===== src/rtl/vga_line_engine_pkg.sv =====
// Shared line-timing state encoding and default 1792-clock line timing.
package vga_line_engine_pkg;

  typedef enum logic [2:0] {
    ST_IDLE,
    ST_SYNC,
    ST_BP,
    ST_ACT,
    ST_FP
  } state_e;

  localparam int DEF_H_SYNC   = 192;
  localparam int DEF_H_BP     = 96;
  localparam int DEF_H_ACTIVE = 1280;
  localparam int DEF_H_FP     = 224;

  // Counter width that stays legal for degenerate (1-value) ranges.
  function automatic int clog2_min1(input int v);
    return (v > 1) ? $clog2(v) : 1;
  endfunction

endpackage


===== src/rtl/vga_pixel_shifter.sv =====
// Prefetch + shift register pair that replays each source pixel SCALE clocks.
module vga_pixel_shifter
  import vga_line_engine_pkg::*;
#(
  parameter int SCALE        = 5,
  parameter int PIX_PER_WORD = 32,
  parameter int BPC          = 1
) (
  input  logic                          clk,
  input  logic                          reset,
  input  logic                          clr_i,
  input  logic                          act_i,
  input  logic                          first_i,
  input  logic                          rd_vld_i,
  input  logic [PIX_PER_WORD*3*BPC-1:0] rd_data_i,
  output logic                          load_o,
  output logic [3*BPC-1:0]              pix_o
);

  localparam int CW     = 3 * BPC;
  localparam int DW     = PIX_PER_WORD * CW;
  localparam int SUB_W  = clog2_min1(SCALE);
  localparam int SLOT_W = clog2_min1(PIX_PER_WORD);

  logic [SUB_W-1:0]  sub_q, sub_d;
  logic [SLOT_W-1:0] slot_q, slot_d;
  logic [DW-1:0]     sh_q, sh_d, pf_q, pf_d, src;

  // A word arriving on the very clock it is needed bypasses the prefetch register.
  assign src = rd_vld_i ? rd_data_i : pf_q;

  always_comb begin
    sub_d  = sub_q;
    slot_d = slot_q;
    sh_d   = sh_q;
    pf_d   = pf_q;
    load_o = 1'b0;
    if (act_i) begin
      if (first_i || sub_q == SUB_W'(SCALE - 1)) begin
        sub_d  = '0;
        slot_d = (first_i || slot_q == SLOT_W'(PIX_PER_WORD - 1)) ? '0 : slot_q + 1'b1;
      end else begin
        sub_d = sub_q + 1'b1;
      end
      if (sub_d == '0) begin
        if (slot_d == '0) begin
          load_o = 1'b1;
          sh_d   = src;
        end else begin
          sh_d = sh_q >> CW;
        end
      end
    end
    if (rd_vld_i && !load_o) pf_d = rd_data_i;
    if (clr_i) begin
      sub_d  = '0;
      slot_d = '0;
      sh_d   = '0;
      pf_d   = '0;
      load_o = 1'b0;
    end
  end

  assign pix_o = sh_d[CW-1:0];

  always_ff @(posedge clk or posedge reset) begin
    if (reset) begin
      sub_q  <= '0;
      slot_q <= '0;
      sh_q   <= '0;
      pf_q   <= '0;
    end else begin
      sub_q  <= sub_d;
      slot_q <= slot_d;
      sh_q   <= sh_d;
      pf_q   <= pf_d;
    end
  end

endmodule


===== src/rtl/vga_line_engine.sv =====
// Horizontal line timing, memory word fetch and pixel/colour-bar output for one scanline.
module vga_line_engine
  import vga_line_engine_pkg::*;
#(
  parameter int H_SYNC       = DEF_H_SYNC,
  parameter int H_BP         = DEF_H_BP,
  parameter int H_ACTIVE     = DEF_H_ACTIVE,
  parameter int H_FP         = DEF_H_FP,
  parameter int SCALE        = 5,
  parameter int PIX_PER_WORD = 32,
  parameter int BPC          = 1,
  parameter int ADDR_W       = 14,
  parameter bit SYNC_POL     = 1'b0
) (
  input  logic                          clk,
  input  logic                          reset,
  input  logic                          line_en,
  input  logic                          pattern_en,
  input  logic [ADDR_W-1:0]             base_addr,
  output logic                          rd_req,
  output logic [ADDR_W-1:0]             rd_addr,
  input  logic [PIX_PER_WORD*3*BPC-1:0] rd_data,
  output logic                          h_sync,
  output logic                          de,
  output logic [BPC-1:0]                red,
  output logic [BPC-1:0]                green,
  output logic [BPC-1:0]                blue,
  output logic                          line_done
);

  localparam int H_TOTAL = H_SYNC + H_BP + H_ACTIVE + H_FP;
  localparam int A_START = H_SYNC + H_BP;
  localparam int NWORDS  = H_ACTIVE / (SCALE * PIX_PER_WORD);
  localparam int BAR_W   = H_ACTIVE / 8;
  localparam int NW      = clog2_min1(H_TOTAL + 1);
  localparam int WW      = clog2_min1(NWORDS + 1);
  localparam int BCW     = clog2_min1(BAR_W);

  localparam logic [NW-1:0]  N_BP    = NW'(H_SYNC);
  localparam logic [NW-1:0]  N_ACT   = NW'(A_START);
  localparam logic [NW-1:0]  N_FP    = NW'(A_START + H_ACTIVE);
  localparam logic [NW-1:0]  N_LAST  = NW'(H_TOTAL - 1);
  localparam logic [BCW-1:0] BAR_END = BCW'(BAR_W - 1);

  state_e             state_q, state_d;
  logic [NW-1:0]      n_q, n_d;
  logic [ADDR_W-1:0]  base_q, rd_addr_q, rd_addr_d;
  logic               pat_q, pend_q;
  logic               rd_req_q, rd_req_d;
  logic [WW-1:0]      wreq_q, wreq_d;
  logic [BCW-1:0]     bar_cnt_q, bar_cnt_d;
  logic [2:0]         bar_q, bar_d;
  logic [3*BPC-1:0]   rgb_q, rgb_d, pix;
  logic               hs_q, de_q, done_q;
  logic               line_start, first_pix, act, load, clr;

  always_ff @(posedge clk or posedge reset) begin
    if (reset) state_q <= ST_IDLE;
    else       state_q <= state_d;
  end

  // Line position and phase both derive from the clock about to be entered (n_d).
  always_comb begin
    n_d     = '0;
    state_d = ST_IDLE;
    if (line_en) begin
      if (state_q != ST_IDLE && n_q != N_LAST) n_d = n_q + 1'b1;
      if (n_d < N_BP)       state_d = ST_SYNC;
      else if (n_d < N_ACT) state_d = ST_BP;
      else if (n_d < N_FP)  state_d = ST_ACT;
      else                  state_d = ST_FP;
    end
  end

  assign line_start = line_en && (n_d == '0);
  assign first_pix  = line_en && (n_d == N_ACT);
  assign act        = (state_d == ST_ACT);
  assign clr        = !line_en;

  vga_pixel_shifter #(
    .SCALE       (SCALE),
    .PIX_PER_WORD(PIX_PER_WORD),
    .BPC         (BPC)
  ) u_shifter (
    .clk      (clk),
    .reset    (reset),
    .clr_i    (clr),
    .act_i    (act),
    .first_i  (first_pix),
    .rd_vld_i (pend_q),
    .rd_data_i(rd_data),
    .load_o   (load),
    .pix_o    (pix)
  );

  always_comb begin
    rd_req_d  = 1'b0;
    rd_addr_d = rd_addr_q;
    wreq_d    = wreq_q;
    bar_cnt_d = bar_cnt_q;
    bar_d     = bar_q;
    rgb_d     = '0;
    // Each word load triggers the fetch of the next one into the prefetch slot.
    if (line_en && !pat_q) begin
      if (n_d == N_BP) begin
        rd_req_d  = 1'b1;
        rd_addr_d = base_q;
        wreq_d    = WW'(1);
      end else if (load && wreq_q < WW'(NWORDS)) begin
        rd_req_d  = 1'b1;
        rd_addr_d = rd_addr_q + 1'b1;
        wreq_d    = wreq_q + 1'b1;
      end
    end
    if (first_pix) begin
      bar_cnt_d = '0;
      bar_d     = '0;
    end else if (act) begin
      if (bar_cnt_q == BAR_END) begin
        bar_cnt_d = '0;
        bar_d     = bar_q + 1'b1;
      end else begin
        bar_cnt_d = bar_cnt_q + 1'b1;
      end
    end
    if (act) rgb_d = pat_q ? {{BPC{bar_d[2]}}, {BPC{bar_d[1]}}, {BPC{bar_d[0]}}} : pix;
  end

  always_ff @(posedge clk or posedge reset) begin
    if (reset) begin
      n_q       <= '0;
      base_q    <= '0;
      pat_q     <= 1'b0;
      pend_q    <= 1'b0;
      rd_req_q  <= 1'b0;
      rd_addr_q <= '0;
      wreq_q    <= '0;
      bar_cnt_q <= '0;
      bar_q     <= '0;
      rgb_q     <= '0;
      hs_q      <= ~SYNC_POL;
      de_q      <= 1'b0;
      done_q    <= 1'b0;
    end else begin
      n_q <= n_d;
      if (line_start) begin
        base_q <= base_addr;
        pat_q  <= pattern_en;
      end
      pend_q    <= line_en & rd_req_q;
      rd_req_q  <= rd_req_d;
      rd_addr_q <= rd_addr_d;
      wreq_q    <= wreq_d;
      bar_cnt_q <= bar_cnt_d;
      bar_q     <= bar_d;
      rgb_q     <= rgb_d;
      hs_q      <= (state_d == ST_SYNC) ? SYNC_POL : ~SYNC_POL;
      de_q      <= act;
      done_q    <= line_en && (n_d == N_LAST);
    end
  end

  assign rd_req    = rd_req_q;
  assign rd_addr   = rd_addr_q;
  assign h_sync    = hs_q;
  assign de        = de_q;
  assign red       = rgb_q[BPC-1:0];
  assign green     = rgb_q[2*BPC-1:BPC];
  assign blue      = rgb_q[3*BPC-1:2*BPC];
  assign line_done = done_q;

endmodule


===== config.mk =====
export PLATFORM = sky130hd
export DESIGN_NAME = vga_line_engine
export DESIGN_NICKNAME = d
export VERILOG_FILES = /design/src/rtl/vga_line_engine_pkg.sv /design/src/rtl/vga_pixel_shifter.sv /design/src/rtl/vga_line_engine.sv
export SDC_FILE = /design/constraint.sdc
export NUM_CORES = 1
export LEC_CHECK = 0
export CORE_ASPECT_RATIO = 1.5
export CORE_MARGIN = 1
export CORE_UTILIZATION = 58
export CTS_BUF_LIST = sky130_fd_sc_hd__clkbuf_16
export DETAILED_ROUTE_END_ITERATION = 12
export PLACE_DENSITY_LB_ADDON = 0.15
export SYNTH_ARGS = -nofsm -noshare
export SYNTH_HDL_FRONTEND = slang
export SYNTH_SLANG_ARGS = --single-unit

===== constraint.sdc =====
create_clock -name clk -period 10.85 [get_ports clk]
set_input_delay 2.17 -clock clk [delete_from_list [all_inputs] [get_ports clk]]
set_output_delay 2.17 -clock clk [all_outputs]
set_load 0.005 [all_outputs]

==> flow_metrics.py, run 1 <==
metrics = {
    "global_route": {
        "grt_max_degree": 198,
        "grt_pass1_vias": 11000,
        "grt_antenna_before_repair": 0,
        "grt_pass1_wl_microns": 53600,
        "grt.overflow.total": 0,
        "grt_use_total_pct": 26.8,
    },
    "clock_network": {
        "clkSinkCount": 266,
        "clkSlewWorstSetupHoldPaths_ps": 60,
        "insertion_delay_ps": 530,
        "cts_tree": "built",
        "numCtsBuffers": 27,
        "htree_levels": 1,
        "clockBufferDepth": 3,
        "post_cts_buffers": 0,
        "cts-root-buf": "clkbuf_16",
        "holdBufCountCts": 0,
        "cts.repair.resized": 0,
    },
    "worst_setup_path": {
        "cpPeakStageDelay_ps": 910,
        "r2r_cells": 10,
        "crit_type": "input pin to register",
        "crit_buf_inv": 2,
        "worstPathCellList": "buf_6 > nand2_1 > a2111oi_2 > nand4bb_2 > o21ai_0 > and3_4 > buf_4 > o22ai_1 > a22o_1",
        "crit_cells": 9,
        "worst_path_max_delay_cell": "and3_4",
        "start_kind": "input pin",
        "cp.required_ps": 11270,
        "endpoint_kind": "register",
        "cp.arrival_ps": 6110,
        "cp_max_fo": 104,
        "cp_top_family": "buffers and inverters",
    },
    "timing": {
        "finalSetupViolations": 0,
        "max_freq_mhz": 176,
        "worst_slack_ps": 5160,
        "worstMarginPinSlew_ps": 1060,
        "hold_violations": 0,
        "rsz0062_at_grt": "no",
        "fin_crit_ps": 5690,
        "max_slew_margin_pct": 29.1,
        "finalMaxSlewViolations": 0,
        "post-route-period-util_pct": 52.5,
        "finClkSkew_ps": 10.2,
        "hold_ws_ps": 493,
        "setup_tns_ps": 0,
    },
    "detailed_routing": {
        "wl_per_cell_microns": 17.1,
        "drc": 0,
        "via_per_inst": 6.12,
        "drt_first_iter_violations": 1002,
        "dr_total_vias": 11500,
        "dr.pass1.iters": 5,
        "totalWireLength_microns": 32200,
        "ant_nets": 0,
    },
    "layout": {
        "fin_nets": 1664,
        "fin_cells": 1877,
        "final_cell_mix": "264 x dfrtp_1, 211 x o21ai_0, 147 x nand2_1",
        "area_growth_pct": 15.4,
        "antenna_cells": 0,
        "drive_gt1_share_pct": 4.93,
        "mostFrequentLayoutCell": "dfrtp_1",
    },
    "die": {
        "die_h_microns": 190,
        "num_io_pins": 135,
        "fp.dieArea_sq_mm": 0.0243,
        "start_util_pct": 59.3,
        "num_rows": 68,
        "die_x_microns": 128,
        "core_area_sq_mm": 0.0231,
    },
    "pwr": {
        "powerDensity_mw_per_mm2": 125,
        "irDropWorstVdd_v": 0.000118,
        "leakage_nw": 6.60,
    },
    "place": {
        "port_buffers": 134,
        "hpwl_microns": 19800,
        "place_ws_ps": 4610,
        "gp_congestion": 0.896,
        "dp_cells": 1827,
    },
    "min_path": {
        "min_delay_path_depth": 2,
        "hold_path_class": "register to register",
    },
    "flow_run": {
        "drv_cap": 0,
    },
    "synthesis": {
        "yosysSeqAreaShare_pct": 48.5,
        "ys_ff_latch": 266,
        "synth_top_flop_cell": "dfrtp_1",
        "synth.distinct_cells": 70,
        "synth_edf_count": 0,
        "synth_area_per_cell_sq_um": 9.14,
        "syn_inst": 1502,
        "synth_fp_nets": 1625,
        "async_reset_ff_share_pct": 100,
        "yosys_warnings": 0,
        "synth_area_sq_mm": 0.0137,
    },
    "outcome": {
        "status": "finished clean",
    },
}
tightest hold or removal path, stage by stage, from the launching register on:
cell and delay, ps:
dfrtp_1 340, nand3_1 60, o21ai_0 60
sequential cells by signal, indices dropped and copies added, names as in the netlist, 4 cells and up:
register,flops
u_shifter.pf_q,96
u_shifter.sh_q,96
base_q,14
rd_addr,14
n_q,11
bar_cnt_q,8
u_shifter.slot_q,5
wreq_q,4
metrics by stage:
stage | util (%) | area (sq um) | power, mW
floorplan | - | 13700 | 1.07
global placement | 64.9 | 15000 | 1.12
detailed placement | 64.9 | 15000 | 1.12
CTS | 68.5 | 15800 | 2.00
global route | 68.5 | 15800 | 2.05
finish | 68.5 | 15800 | 1.99
Yosys cell counts, types with 5 or more instances:
cell	number	area share, %
a211oi_1	5	0.27
nand3_1	115	4.2
xnor2_1	7	0.45
mux2_2	16	1.3
mux2i_1	7	0.51
xor2_1	7	0.45
nor4_1	5	0.23
a32o_1	5	0.36
nor2_1	39	1.1
o22ai_1	94	4.3
a22o_1	97	6.2
or4_1	6	0.33
o21ai_0	211	7.7
a31oi_1	5	0.23
and3_1	16	0.73
clkbuf_1	85	2.3
buf_2	23	0.84
nand2b_1	10	0.46
and2_1	7	0.32
ha_1	9	0.82
nor3_1	16	0.58
nand4_1	7	0.32
o211ai_1	92	5.0
dfrtp_1	265	48
a21oi_1	11	0.40
buf_1	20	0.55
inv_1	107	2.9
nand2_1	148	4.0
area by class of cell:
class	count	area, sq um
multi-input cells	995	6130
fillers	1889	7300
clock inverters	23	150
clock buffers	27	676
repair buffers	143	1420
flip-flops and latches	266	6660
well taps	315	394
inverters	108	413
per-layer routing:
layer / vias to the layer above / wire [microns] / global-route usage, %
li1: 5555 / - / -
met1: 5580 / 13900 / 36.0
met2: 298 / 15900 / 44.6
met3: 61 / 1480 / 3.70
met4: 0 / 890 / 9.00
met5: - / 0 / 0
worst paths after layout:
| check | to | startpoint | slack [ps] |
|---|---|---|---|
| max | u_shifter.pf_q[15] | line_en | 5160 |
| min | u_shifter.sh_q[60] | u_shifter.sh_q[60] | 490 |
| max reg2reg | u_shifter.pf_q[15] | n_q[1] | 5990 |
| min reg2reg | u_shifter.sh_q[60] | u_shifter.sh_q[60] | 490 |
| max in group asynchronous | pend_q | reset | 7080 |
| min in group asynchronous | u_shifter.slot_q[4] | reset | 2160 |
power breakdown:
group	total (mW)	internal, mW	switching (mW)
Clock	0.883	0.497	0.386
Combinational	0.0958	0.0476	0.0482
Sequential	1.01	1.00	0.00677
cells by family (layout without fill, tap and decap cells):
| logic type | Yosys count | after routing | synth area share, % |
|---|---|---|---|
| xor gates and xnor gates | 14 | 14 | 0.893 |
| and+or+nand+nor | 394 | 394 | 14.0 |
| AOI/OAI and AO/OA | 554 | 554 | 26.8 |
| muxes | 24 | 24 | 1.99 |
| DFF | 266 | 266 | 48.5 |
| adders and majority gates | 9 | 9 | 0.820 |
| buffers and inverters | 241 | 301 | 6.99 |
Power figures use the tool's default switching activity.
==> run 2: changes to the inputs <==
CORE_UTILIZATION = 52   (was 58)
clock period = 5.16 ns   (was 10.85 ns; I/O delays follow)
==> flow_metrics.py, run 2 (synthesis gave the netlist of run 1 again) <==
metrics = {
    "outcome": {
        "status": "finished clean",
    },
    "clock_network": {
        "clkSinkCount": 266,
        "cts.repair.resized": 0,
        "holdBufCountCts": 0,
        "cts-root-buf": "clkbuf_16",
        "htree_levels": 1,
        "clkSlewWorstSetupHoldPaths_ps": 60,
        "insertion_delay_ps": 540,
        "post_cts_buffers": 0,
        "cts_tree": "built",
        "clockBufferDepth": 3,
        "numCtsBuffers": 27,
    },
    "place": {
        "place_ws_ps": 1280,
        "port_buffers": 134,
        "hpwl_microns": 20600,
        "gp_congestion": 0.865,
    },
    "timing": {
        "post-route-period-util_pct": 72.0,
        "finalSetupViolations": 0,
        "fin_crit_ps": 3710,
        "worstMarginPinSlew_ps": 973,
        "finClkSkew_ps": 10.9,
        "worst_slack_ps": 1450,
        "max_slew_margin_pct": 35.2,
        "max_freq_mhz": 269,
        "finalMaxSlewViolations": 0,
        "setup_tns_ps": 0,
        "hold_ws_ps": 495,
        "hold_violations": 0,
        "rsz0062_at_grt": "no",
    },
    "global_route": {
        "grt_antenna_before_repair": 0,
        "grt_max_degree": 153,
        "grt.overflow.total": 0,
        "grt_use_total_pct": 24.2,
        "grt_pass1_vias": 11200,
        "grt_pass1_wl_microns": 54500,
    },
    "layout": {
        "fill_cells": 2227,
        "mostFrequentLayoutCell": "dfrtp_1",
        "area_growth_pct": 16.7,
        "largest_registers": "u_shifter.pf_q x96, u_shifter.sh_q x96",
        "antenna_cells": 0,
        "final_cell_mix": "264 x dfrtp_1, 211 x o21ai_0, 147 x nand2_1",
        "seq_area_sq_mm": 0.00666,
        "drive_gt1_share_pct": 5.79,
        "multi_input_area_sq_mm": 0.00613,
        "fin_nets": 1676,
    },
    "detailed_routing": {
        "dr_total_vias": 11500,
        "dr.pass1.iters": 5,
        "totalWireLength_microns": 32600,
        "ant_nets": 0,
        "wl_per_cell_microns": 17.1,
        "via_per_inst": 6.06,
        "drt_first_iter_violations": 837,
        "drc": 0,
    },
    "die": {
        "core_area_sq_mm": 0.0259,
        "num_io_pins": 135,
        "num_rows": 72,
        "start_util_pct": 53.1,
        "die_h_microns": 201,
        "die_x_microns": 135,
        "fp.dieArea_sq_mm": 0.0271,
    },
    "worst_setup_path": {
        "endpoint_kind": "register",
        "crit_type": "register to register",
        "start_kind": "register",
        "cp_max_fo": 40,
        "cp.arrival_ps": 4130,
        "cp.required_ps": 5580,
        "regToRegSetupSlack_ps": 1450,
    },
    "min_path": {
        "hold_path_class": "register to register",
    },
    "pwr": {
        "irDropWorstVdd_v": 0.000263,
        "p_total_mw": 4.15,
        "powerDensity_mw_per_mm2": 259,
        "leakage_nw": 6.67,
    },
    "flow_run": {
        "drv_cap": 0,
    },
}
[run 2: cell count changes in the layout (fill, tap and decap cells not counted), sizes merged]
| cell | delta |
|---|---|
| clkinv | -1 |
| buf | +12 |
| inv | -2 |
| clkinvlp | +1 |
| bufinv | -1 |
[run 2: stage by stage]
stage / cells / utilization, % / cell area [sq um]
6_report: 1904 / 62.0 / 16000
5_1_grt: 1904 / 62.0 / 16000
4_1_cts: 1904 / 62.0 / 16000
3_5_place_dp: 1857 / 58.9 / 15200
3_3_place_gp: 1857 / 58.9 / 15200
2_1_floorplan: 1502 / - / 13700
[run 2: layer usage]
| metal | part of all wire, % | up-vias | global-route usage, % |
|---|---|---|---|
| met3 | 4.8 | 56 | 3.51 |
| met1 | 44 | 5651 | 33.0 |
| li1 | - | 5567 | - |
| met5 | 0 | - | 0 |
| met2 | 49 | 271 | 39.1 |
| met4 | 2.8 | 0 | 8.63 |
[run 2: final timing paths]
check | cells past startpoint | end | startpoint
worst max-delay path | 10 | u_shifter.pf_q[42] | n_q[0]
worst min-delay path | 2 | u_shifter.sh_q[72] | u_shifter.sh_q[72]
worst max register to register | 10 | u_shifter.pf_q[42] | n_q[0]
worst min register to register | 2 | u_shifter.sh_q[72] | u_shifter.sh_q[72]
max in group asynchronous | 3 | u_shifter.pf_q[50] | reset
min in group asynchronous | 2 | u_shifter.pf_q[28] | reset
[run 2: cell type report]
class	count	share of cell area [%]
repair buffers	155	10.1
inverters	108	2.55
flip-flops and latches	266	41.6
clock inverters	20	0.750
well taps	333	2.60
multi-input cells	995	38.2
clock buffers	27	4.22
[run 2: where the power goes]
part | leakage [nW] | switching, mW | internal (mW)
sequential | 3.66 | 0.0134 | 2.11
combinational | 2.60 | 0.0999 | 0.104
clock | 0.409 | 0.828 | 0.996
total | 6.67 | 0.941 | 3.21
[run 2: worst max-delay path, stage by stage (launching register included)]
cell and delay (ps):
dfrtp_1 450, ha_1 450, and4_1 350, nand4_1 180, a2111oi_2 430, nand4bb_2 270
o21ai_0 210, and3_4 590, buf_4 330, o22ai_1 100, a22o_1 200
